===== src/rtl/vending_pkg.sv =====
// Shared definitions for the vending controller: FSM state type and coin values in nickels.
package vending_pkg;

    typedef enum logic [1:0] {
        IDLE   = 2'd0,
        VEND   = 2'd1,
        CHANGE = 2'd2
    } state_t;

    localparam int unsigned NICKEL_V  = 1;
    localparam int unsigned DIME_V    = 2;
    localparam int unsigned QUARTER_V = 5;

endpackage


===== src/rtl/vend_dispense_timer.sv =====
// Down-counter timing the item hold: loaded on start, done while the count sits at zero.
module vend_dispense_timer #(
    parameter int unsigned CYCLES = 5
) (
    input  logic clk,
    input  logic reset,
    input  logic start,
    input  logic en,
    output logic done
);

    localparam int unsigned W = (CYCLES > 1) ? $clog2(CYCLES) : 1;

    logic [W-1:0] count;

    always_ff @(posedge clk or negedge reset) begin
        if (!reset) begin
            count <= '0;
        end else if (start) begin
            count <= W'(CYCLES - 1);
        end else if (en && (count != '0)) begin
            count <= count - W'(1);
        end
    end

    assign done = (count == '0);

endmodule


===== src/rtl/param_vending_machine.sv =====
// Coin-operated vending controller: credit accumulation, timed dispense, nickel-per-cycle change,
// cancel/refund and coin rejection.
module param_vending_machine
    import vending_pkg::*;
#(
    parameter int unsigned PRICE           = 8,
    parameter int unsigned CREDIT_W        = 4,
    parameter int unsigned DISPENSE_CYCLES = 5
) (
    input  logic                clk,
    input  logic                reset,
    input  logic                nickel,
    input  logic                dime,
    input  logic                quarter,
    input  logic                cancel,
    output logic                item,
    output logic                change,
    output logic                coin_reject,
    output logic [CREDIT_W-1:0] credit,
    output logic                busy
);

    if (PRICE < 1 || (PRICE + 5) > (1 << CREDIT_W)) begin : g_bad_price
        $error("param_vending_machine: PRICE out of range for CREDIT_W");
    end
    if (DISPENSE_CYCLES < 1) begin : g_bad_cycles
        $error("param_vending_machine: DISPENSE_CYCLES must be at least 1");
    end

    localparam logic [CREDIT_W:0] PRICE_X = (CREDIT_W + 1)'(PRICE);

    state_t              state_q, state_d;
    logic [CREDIT_W-1:0] credit_q, credit_d;
    logic                reject_q, reject_d;
    logic                timer_start, timer_done;
    logic [1:0]          coin_n;
    logic                coin_any;
    logic [2:0]          coin_val;
    logic [CREDIT_W:0]   sum;

    assign coin_n   = 2'(nickel) + 2'(dime) + 2'(quarter);
    assign coin_any = nickel | dime | quarter;
    assign coin_val = quarter ? 3'(QUARTER_V) : (dime ? 3'(DIME_V) : 3'(NICKEL_V));
    assign sum      = {1'b0, credit_q} + (CREDIT_W + 1)'(coin_val);

    vend_dispense_timer #(
        .CYCLES(DISPENSE_CYCLES)
    ) u_timer (
        .clk  (clk),
        .reset(reset),
        .start(timer_start),
        .en   (state_q == VEND),
        .done (timer_done)
    );

    always_comb begin
        state_d     = state_q;
        credit_d    = credit_q;
        reject_d    = 1'b0;
        timer_start = 1'b0;
        case (state_q)
            IDLE: begin
                // Cancel takes priority: any coin presented alongside it is bounced.
                if (cancel) begin
                    reject_d = coin_any;
                    if (credit_q != '0) state_d = CHANGE;
                end else if (coin_n > 2'd1) begin
                    reject_d = 1'b1;
                end else if (coin_any) begin
                    if (sum >= PRICE_X) begin
                        state_d     = VEND;
                        credit_d    = CREDIT_W'(sum - PRICE_X);
                        timer_start = 1'b1;
                    end else begin
                        credit_d = CREDIT_W'(sum);
                    end
                end
            end
            VEND: begin
                reject_d = coin_any;
                if (timer_done) state_d = (credit_q != '0) ? CHANGE : IDLE;
            end
            CHANGE: begin
                reject_d = coin_any;
                credit_d = credit_q - CREDIT_W'(1);
                if (credit_q == CREDIT_W'(1)) state_d = IDLE;
            end
            default: state_d = IDLE;
        endcase
    end

    always_ff @(posedge clk or negedge reset) begin
        if (!reset) begin
            state_q  <= IDLE;
            credit_q <= '0;
            reject_q <= 1'b0;
        end else begin
            state_q  <= state_d;
            credit_q <= credit_d;
            reject_q <= reject_d;
        end
    end

    assign item        = (state_q == VEND);
    assign change      = (state_q == CHANGE);
    assign busy        = (state_q != IDLE);
    assign coin_reject = reject_q;
    assign credit      = credit_q;

endmodule

===== config.mk =====
export PLATFORM = sky130hd
export DESIGN_NAME = param_vending_machine
export DESIGN_NICKNAME = d
export VERILOG_FILES = /design/src/rtl/vending_pkg.sv /design/src/rtl/vend_dispense_timer.sv /design/src/rtl/param_vending_machine.sv
export SDC_FILE = /design/constraint.sdc
export NUM_CORES = 1
export LEC_CHECK = 0
export BUFFER_PORTS_ARGS = -buffer_cell sky130_fd_sc_hd__buf_4
export CAP_MARGIN = 0
export CORE_MARGIN = 1
export CORE_UTILIZATION = 49
export CTS_BUF_LIST = sky130_fd_sc_hd__clkbuf_16
export CTS_CLUSTER_DIAMETER = 50
export DETAILED_ROUTE_END_ITERATION = 7
export PLACE_DENSITY = 0.74
export SKIP_LAST_GASP = 1
export SLEW_MARGIN = 20
export SYNTH_ARGS = -nofsm -noshare
export SYNTH_HDL_FRONTEND = slang
export SYNTH_SLANG_ARGS = --single-unit

===== constraint.sdc =====
create_clock -name clk -period 1.9 [get_ports clk]
set_input_delay 0.19 -clock clk [delete_from_list [all_inputs] [get_ports clk]]
set_output_delay 0.19 -clock clk [all_outputs]
set_load 0.03 [all_outputs]

-- Yosys cells after proc, flatten, opt, wreduce, memory -nomap -nowiden
Cells that the tools add are included.
W data, S select, Z words.
- input port bits: 6
- register bits: 10
- output and inout port bits: 8
- add/subtract/negate cells: 6
- order comparisons: 2
- reductions and logical operators: 11
- mux-type cells: 26
- bitwise logic cells: 2
- eq/ne operators: 12
- operator list (kind ; number):
    $mux W2 ; 9
    $mux W4 ; 4
    $ne A3 B3 Y1 const B ; 4
    $mux W3 ; 3
    $ne A2 B2 Y1 const B ; 4
    $pmux W4 S2 ; 1
    $mux W1 ; 7
    $pmux W2 S3 ; 1
    $reduce_and A6 Y1 ; 1
    $reduce_bool A2 Y1 ; 3
    $add A4 B3 Y5 ; 1
    $ge A5 B4 Y1 const B ; 1
    $eq A4 B1 Y1 const B ; 1
    $reduce_and A4 Y1 ; 1
    $reduce_bool A4 Y1 ; 1
    $sub A4 B1 Y4 const B ; 1
    $sub A4 B4 Y4 const B ; 1
    $logic_not A3 Y1 ; 1
    $reduce_bool A3 Y1 ; 1
    $sub A3 B1 Y3 const B ; 1
    $add A1 B1 Y2 ; 1
    $add A2 B1 Y2 ; 1
    $eq A2 B1 Y1 const B ; 1
    $eq A2 B2 Y1 const B ; 1
    7 further kinds ; 8

-- Depth between registers and ports, before layout
Gate-level depths: netlist of run 1.
- word-level depth: 10
- depth in mapped cells: 9
- depth with buffers taken out: 9

-- Cells and area by module
A second synthesis of run 1 with hierarchy kept.
- cells, all modules: 93
- area total of the unflattened synthesis: 863.3 sq um
- modules (own cells, without submodules) (module ; sequential area each (sq um) ; area an instance (sq um) ; cells an instance ; times used):
    param_vending_machine ; 175.2 ; 679.4 ; 76 ; 1
    vend_dispense_timer ; 75.1 ; 183.9 ; 17 ; 1

-- Least setup slack after synthesis of run 1
OpenSTA, ideal clock, no wires.
- path type: register to register
- start point: register credit_q[1], in the netlist credit[1]
- end point: register state_q[1]
- data required time: 1.806 ns
- path buffers: 0
- setup slack: -0.228 ns
- cell stages (with the launch flop): 8
- arrival: 2.034 ns
- clock period less this slack: 2.128 ns
- library setup time: 0.094 ns
- cell sequence: dfrtp_1 > inv_1 > ha_1 > nor3b_1 > and3_2 > a211oi_1 > mux2_2 > a211oi_1
- word-level cells in the longest chain between the ends: 4
- RTL lines (what ; RTL line ; source):
    from (decl) ; param_vending_machine.sv:33 ; logic [CREDIT_W-1:0] credit_q, credit_d;
    from (signal assigned) ; param_vending_machine.sv:99 ; credit_q <= credit_d;
    $add A4 B3 Y5 or $reduce_bool A4 Y1 (tied branches) ; param_vending_machine.sv:44, param_vending_machine.sv:66, param_vending_machine.sv:81 ;
    $ge A5 B4 Y1 or $mux W2 (tied branches) ; param_vending_machine.sv:70, param_vending_machine.sv:81 ;
    $ne A3 B3 Y1 (no source line) or $mux W2 (tied branches) ; - ;
    $reduce_and A6 Y1 (no source line) or $pmux W2 S3 (tied branches) ; - ;
    to (signal assigned) ; param_vending_machine.sv:98 ; state_q <= state_d;
    to (decl) ; param_vending_machine.sv:32 ; state_t state_q, state_d;
Several ways; a longest one is shown, not always the timed one. The select of a mux whose other input is x is not followed.
A chain may end at the register's enable or synchronous reset.

-- Final worst setup path of run 1
Ends and elaborated chain as after synthesis.

==> impl_metrics.json, run 1 <==
{
  "cp-start-kind": "flop",
  "cp_max_fo": 3,
  "endpoint_kind": "flop",
  "postRouteAntennaNets": 0,
  "grt_pass1_vias": 843,
  "first_iter_violations": 5,
  "core_sq_mm": 0.00156,
  "ctsLongestPathBuffers": 2,
  "power.total_mw": 2.34,
  "grt_max_degree": 11,
  "drive_gt1_frac": 0.406,
  "syn_nets": 114,
  "clockRootBuffer": "clkbuf_16",
  "peakVddDrop_uv": 1230,
  "drc": 0,
  "synthDistinctLibCells": 32,
  "place_congestion": 0.850,
  "cts_buffers": 3,
  "path_depth": 6,
  "htreeDepth": 1,
  "outcome": "finished, final reports clean",
  "slew_viol_final": 0,
  "crit_arrival_ns": 1.97,
  "cts.sinks": 10,
  "ff2ff_path_depth": 6,
  "io_buffers": 13,
  "finalCritPeriodShare": 0.977,
  "power.density_mw_per_mm2": 1880,
  "start_util": 0.546,
  "post_dp_cell_area_sq_mm": 0.00108,
  "areaGrowthSynthToFinish_pct": 46.5,
  "r2r-start": "credit[1]$_DFFE_PN0P_",
  "clk_latency_ns": 0.24,
  "wl_per_cell_um": 15.3,
  "period_needed_ns": 1.86,
  "crit_path_end": "state_q[1]$_DFFE_PN0P_",
  "ys_async_sr_fraction": 1.00,
  "crit_chain": "inv_2, ha_1, or3b_4, a211o_1, nor4_2, a211oi_2",
  "tightest_slew_ns": 0.617,
  "setup_tns_ns": 0,
  "ioPinCount": 14,
  "final-hold-violation-count": 0,
  "syn_avg_cell_area_sq_um": 8.96,
  "grt_overflow_total": 0,
  "synth-seq-area-share": 0.294,
  "rsz0062_at_grt": "true",
  "p_leak_nw": 0.608,
  "ys.warnings.count": 0,
  "required_ns": 2.01,
  "track_usage": 0.273,
  "synth-edff-count": 0,
  "path_class": "flop to flop",
  "die_height_um": 43.7,
  "fin_skew_ns": 0.000852,
  "nets": 149,
  "vias": 802,
  "synth_cells": 95,
  "totalWireLength_mm": 2.21,
  "die_w_um": 43.7,
  "r2r-end": "state_q[1]$_DFFE_PN0P_",
  "rows": 14,
  "relSlewSlack": 0.586,
  "dieArea_sq_mm": 0.00191,
  "synth_top_flop_cell": "dfrtp_1",
  "detail_route.first_pass.iterations": 4,
  "crit_slowest_cell": "dfrtp_2",
  "design_area_sq_mm": 0.00125,
  "cp-startpoint": "credit[1]$_DFFE_PN0P_",
  "antenna_found_initial": 0,
  "path_clk_slew_ns": 0.04,
  "slowest_delay_ns": 0.42,
  "drv_cap": 0,
  "final_core_util": 0.799,
  "grt_pass1_wl_mm": 3.73,
  "synth_area_leaders": "dfrtp_1 (29%), ha_1 (18%), inv_1 (5.3%)",
  "reg2reg_slack_ns": 0.04,
  "hpwl_mm": 1.63,
  "cp_top_family": "simple AND/OR/NAND/NOR gates",
  "crit_buf_inv": 1,
  "cts_tree": "built",
  "layout_common_cells": "buf_4 (31), inv_1 (11), ha_1 (11)",
  "post-synth-top-area-cell": "dfrtp_1",
  "finalSetupViolCount": 0,
  "num_antenna_cells": 0,
  "via_per_inst": 5.57,
  "hold_path_class": "primary input to flop",
  "fmax_mhz": 539,
  "ys_seq_elements": 10,
  "synth_area_sq_um": 851,
  "synth_top_area_share": 0.294,
  "fill_cells": 105,
  "final_common_cell": "buf_4"
}
==> worst min-delay path by stage <==
stage | slack, ns | endpoint | cells after the start | start
6_report | 0.30 | coin_reject$_DFF_PN0_ | 4 | cancel
5_1_grt | 0.33 | coin_reject$_DFF_PN0_ | 4 | cancel
4_1_cts | 0.29 | state_q[1]$_DFFE_PN0P_ | 3 | cancel
3_5_place_dp | 0.03 | credit[3]$_DFFE_PN0P_ | 1 | reset
3_3_place_gp | 0.03 | credit[2]$_DFFE_PN0P_ | 1 | reset
2_1_floorplan | -0.11 | coin_reject$_DFF_PN0_ | 0 | reset
==> sequential cells by signal, indices dropped and copies added (netlist names) <==
register and count:
state_q 2, coin_reject 1, credit 4, u_timer.count 3
==> power by group <==
part           internal, mW  switching [mW]  leakage [nW]  total [mW]
sequential            0.322          0.0929         0.116       0.414
clock                 0.273          0.0958        0.0370       0.369
combinational         0.746           0.809         0.455        1.55
total                  1.34           0.998         0.608        2.34
==> logic make-up after synthesis <==
family / synth area share
and+or+nand+nor: 0.193
xor gates and xnor gates: 0.0206
DFF: 0.294
buffers and inverters: 0.0720
adders and majority gates: 0.200
muxes: 0.0500
AOI/OAI and AO/OA: 0.171
==> synth_stat cells, types with 2 or more instances <==
cell,n
dfrtp_1,10
o21ai_0,8
nor3_1,4
nor3b_1,2
ha_1,12
a21oi_1,5
nand2_1,6
a211oi_1,3
inv_1,12
xnor2_1,2
nor2_1,7
nand2b_1,2
mux2i_1,2
mux2_2,2
==> tightest hold or removal path, stage by stage <==
cell      delay, ns
buf_4          0.11
nand2_1        0.05
o211ai_1       0.08
a21oi_1        0.06
==> per-stage QoR <==
step | hold WS, ns | setup WS, ns | instances
4_1_cts | 0.290 | 0.00178 | 141
3_3_place_gp | 0.0269 | -0.0918 | 135
5_1_grt | 0.329 | -0.0300 | 144
6_report | 0.300 | 0.0430 | 144
3_5_place_dp | 0.0299 | -0.184 | 135
2_1_floorplan | -0.106 | -0.0189 | 95
==> metal layers <==
layer | GRT usage | up-vias | share of wire | routed length (um)
met3 | 0.0292 | 9 | 0.028 | 62
li1 | - | 395 | - | -
met2 | 0.472 | 22 | 0.51 | 1130
met1 | 0.321 | 376 | 0.42 | 930
met4 | 0.169 | 0 | 0.037 | 82
met5 | 0 | - | 0 | 0
==> layout make-up <==
cell class                 count  area [sq um]  area share
multi-input combinational     71           611       0.490
sequential                    10           253       0.203
tap                           16          20.0      0.0161
clock buffer                   3          75.1      0.0602
inverter                      12          45.0      0.0361
timing repair buffer          32           243       0.195
==> what timing repair did <==
item / 4_1_cts / 5_1_grt
gates resized for setup: 3 / 5
hold buffers: 1 / 0
pin swaps: 2 / 4
buffers inserted: 2 / 3
endpoints found under the setup margin: 1 / 5
endpoints found under the hold margin: 10 / 0
Note: power is estimated with default switching activity, not from simulation.
==> inputs of run 2 (changes only) <==
--- a/config.mk
+++ b/config.mk
@@ -7,12 +7,13 @@
 export LEC_CHECK = 0
 export BUFFER_PORTS_ARGS = -buffer_cell sky130_fd_sc_hd__buf_4
 export CAP_MARGIN = 0
-export CORE_MARGIN = 1
+export CORE_MARGIN = 1.5
 export CORE_UTILIZATION = 49
 export CTS_BUF_LIST = sky130_fd_sc_hd__clkbuf_16
 export CTS_CLUSTER_DIAMETER = 50
 export DETAILED_ROUTE_END_ITERATION = 7
 export PLACE_DENSITY = 0.74
+export SKIP_CTS_REPAIR_TIMING = 1
 export SKIP_LAST_GASP = 1
 export SLEW_MARGIN = 20
 export SYNTH_ARGS = -nofsm -noshare
==> impl_metrics.json, run 2 (synthesis results as in run 1) <==
{
  "first_iter_violations": 8,
  "cp_max_fo": 3,
  "drv_cap": 0,
  "endpoint_kind": "flop",
  "start_util": 0.546,
  "cp-start-kind": "flop",
  "ioPinCount": 14,
  "required_ns": 2.06,
  "via_per_inst": 5.51,
  "intPower_mw": 1.28,
  "pwr-share-comb": 0.646,
  "htreeDepth": 1,
  "vias": 777,
  "fmax_mhz": 529,
  "hpwl_mm": 1.52,
  "tightest_slew_ns": 0.453,
  "rows": 14,
  "p_clk_frac": 0.167,
  "path_clk_slew_ns": 0.04,
  "clk_latency_ns": 0.24,
  "cts.sinks": 10,
  "p_sw_mw": 0.982,
  "peakVddDrop_uv": 1190,
  "rsz0062_at_grt": "true",
  "path_class": "flop to flop",
  "wl_per_cell_um": 15.1,
  "dieArea_sq_mm": 0.00200,
  "pwr-share-seq": 0.187,
  "final_common_cell": "buf_4",
  "io_buffers": 13,
  "finalCritPeriodShare": 0.996,
  "grt_pass1_wl_mm": 3.42,
  "power.total_mw": 2.26,
  "drive_gt1_frac": 0.392,
  "place_congestion": 0.841,
  "totalWireLength_mm": 2.13,
  "grt_overflow_total": 0,
  "core_sq_mm": 0.00156,
  "final-hold-violation-count": 0,
  "die_height_um": 44.7,
  "detail_route.first_pass.iterations": 4,
  "postRouteAntennaNets": 0,
  "finalSetupViolCount": 0,
  "ctsLongestPathBuffers": 2,
  "fill_cells": 119,
  "areaGrowthSynthToFinish_pct": 43.2,
  "track_usage": 0.239,
  "reg2reg_slack_ns": 0.008,
  "clockRootBuffer": "clkbuf_16",
  "power.density_mw_per_mm2": 1850,
  "grt_max_degree": 11,
  "slew_viol_final": 0,
  "met2_length_mm": 1.06,
  "drc": 0,
  "fin_skew_ns": 0.00236,
  "cts_buffers": 3,
  "period_needed_ns": 1.89,
  "nets": 145,
  "largest_reg_flops": 4,
  "grt_pass1_vias": 790,
  "layout_common_cells": "buf_4 (27), inv_1 (11), ha_1 (9)",
  "highest_layer": "met4",
  "num_antenna_cells": 0,
  "met3_length_um": 42,
  "cts_tree": "built",
  "outcome": "finished, final reports clean",
  "p_leak_nw": 0.587,
  "hold_path_class": "primary input to flop",
  "holdWs_ns": 0.314,
  "crit_arrival_ns": 2.05,
  "relSlewSlack": 0.696,
  "swShare": 0.435,
  "die_w_um": 44.7,
  "antenna_found_initial": 0,
  "met1_length_mm": 1.01
}
## run 2: area by class of cell
| type | instances | area [sq um] | share of cell area |
|---|---|---|---|
| multi-input cells | 71 | 609 | 0.500 |
| flip-flops and latches | 10 | 253 | 0.207 |
| repair buffers | 28 | 213 | 0.175 |
| clock buffers | 3 | 75.1 | 0.0616 |
| inverters | 12 | 45.0 | 0.0370 |
| well taps | 16 | 20.0 | 0.0164 |
| clock inverters | 1 | 3.75 | 0.00308 |
## run 2: metal layers
metal | up-vias | global-route usage
met5 | - | 0
met2 | 15 | 0.429
met3 | 4 | 0.0245
met4 | 0 | 0.0909
met1 | 370 | 0.288
li1 | 388 | -
## run 2: path summary, 6_finish.rpt
| path | from | cells past startpoint | to |
|---|---|---|---|
| hold reg to reg | u_timer.count[0]$_DFFE_PN0P_ | 2 | u_timer.count[0]$_DFFE_PN0P_ |
| min in group asynchronous | reset | 2 | state_q[1]$_DFFE_PN0P_ |
| setup reg to reg | credit[1]$_DFFE_PN0P_ | 6 | state_q[1]$_DFFE_PN0P_ |
| max in group asynchronous | reset | 2 | credit[1]$_DFFE_PN0P_ |
| setup / recovery | credit[1]$_DFFE_PN0P_ | 6 | state_q[1]$_DFFE_PN0P_ |
| hold / removal | cancel | 4 | coin_reject$_DFF_PN0_ |
## run 2: power by group through the flow
stage          Clock (mW)  Combinational, mW  Sequential (mW)
3_3_place_gp            0               1.30            0.407
2_1_floorplan           0              0.782            0.520
4_1_cts             0.385               1.36            0.415
5_1_grt             0.390               1.60            0.435
6_report            0.377               1.46            0.422
3_5_place_dp            0               1.33            0.415
## run 2: critical path: stages (launching register included)
cell,delay [ns]
dfrtp_2,0.43
inv_2,0.08
ha_2,0.15
or3b_4,0.39
a211oi_4,0.29
mux2_4,0.34
a211oi_2,0.13
## run 2: stage by stage
stage / instances / util / setup WS, ns / TNS [ns] / area (sq um)
finish: 141 / 0.782 / 0.00818 / 0 / 1220
global route: 141 / 0.782 / -0.0431 / -0.0560 / 1220
CTS: 139 / 0.743 / -0.0422 / -0.0422 / 1160
detailed placement: 135 / 0.693 / -0.179 / -0.342 / 1080
global placement: 135 / 0.693 / -0.0917 / -0.127 / 1080
floorplan: 95 / - / -0.0189 / -0.0189 / 881
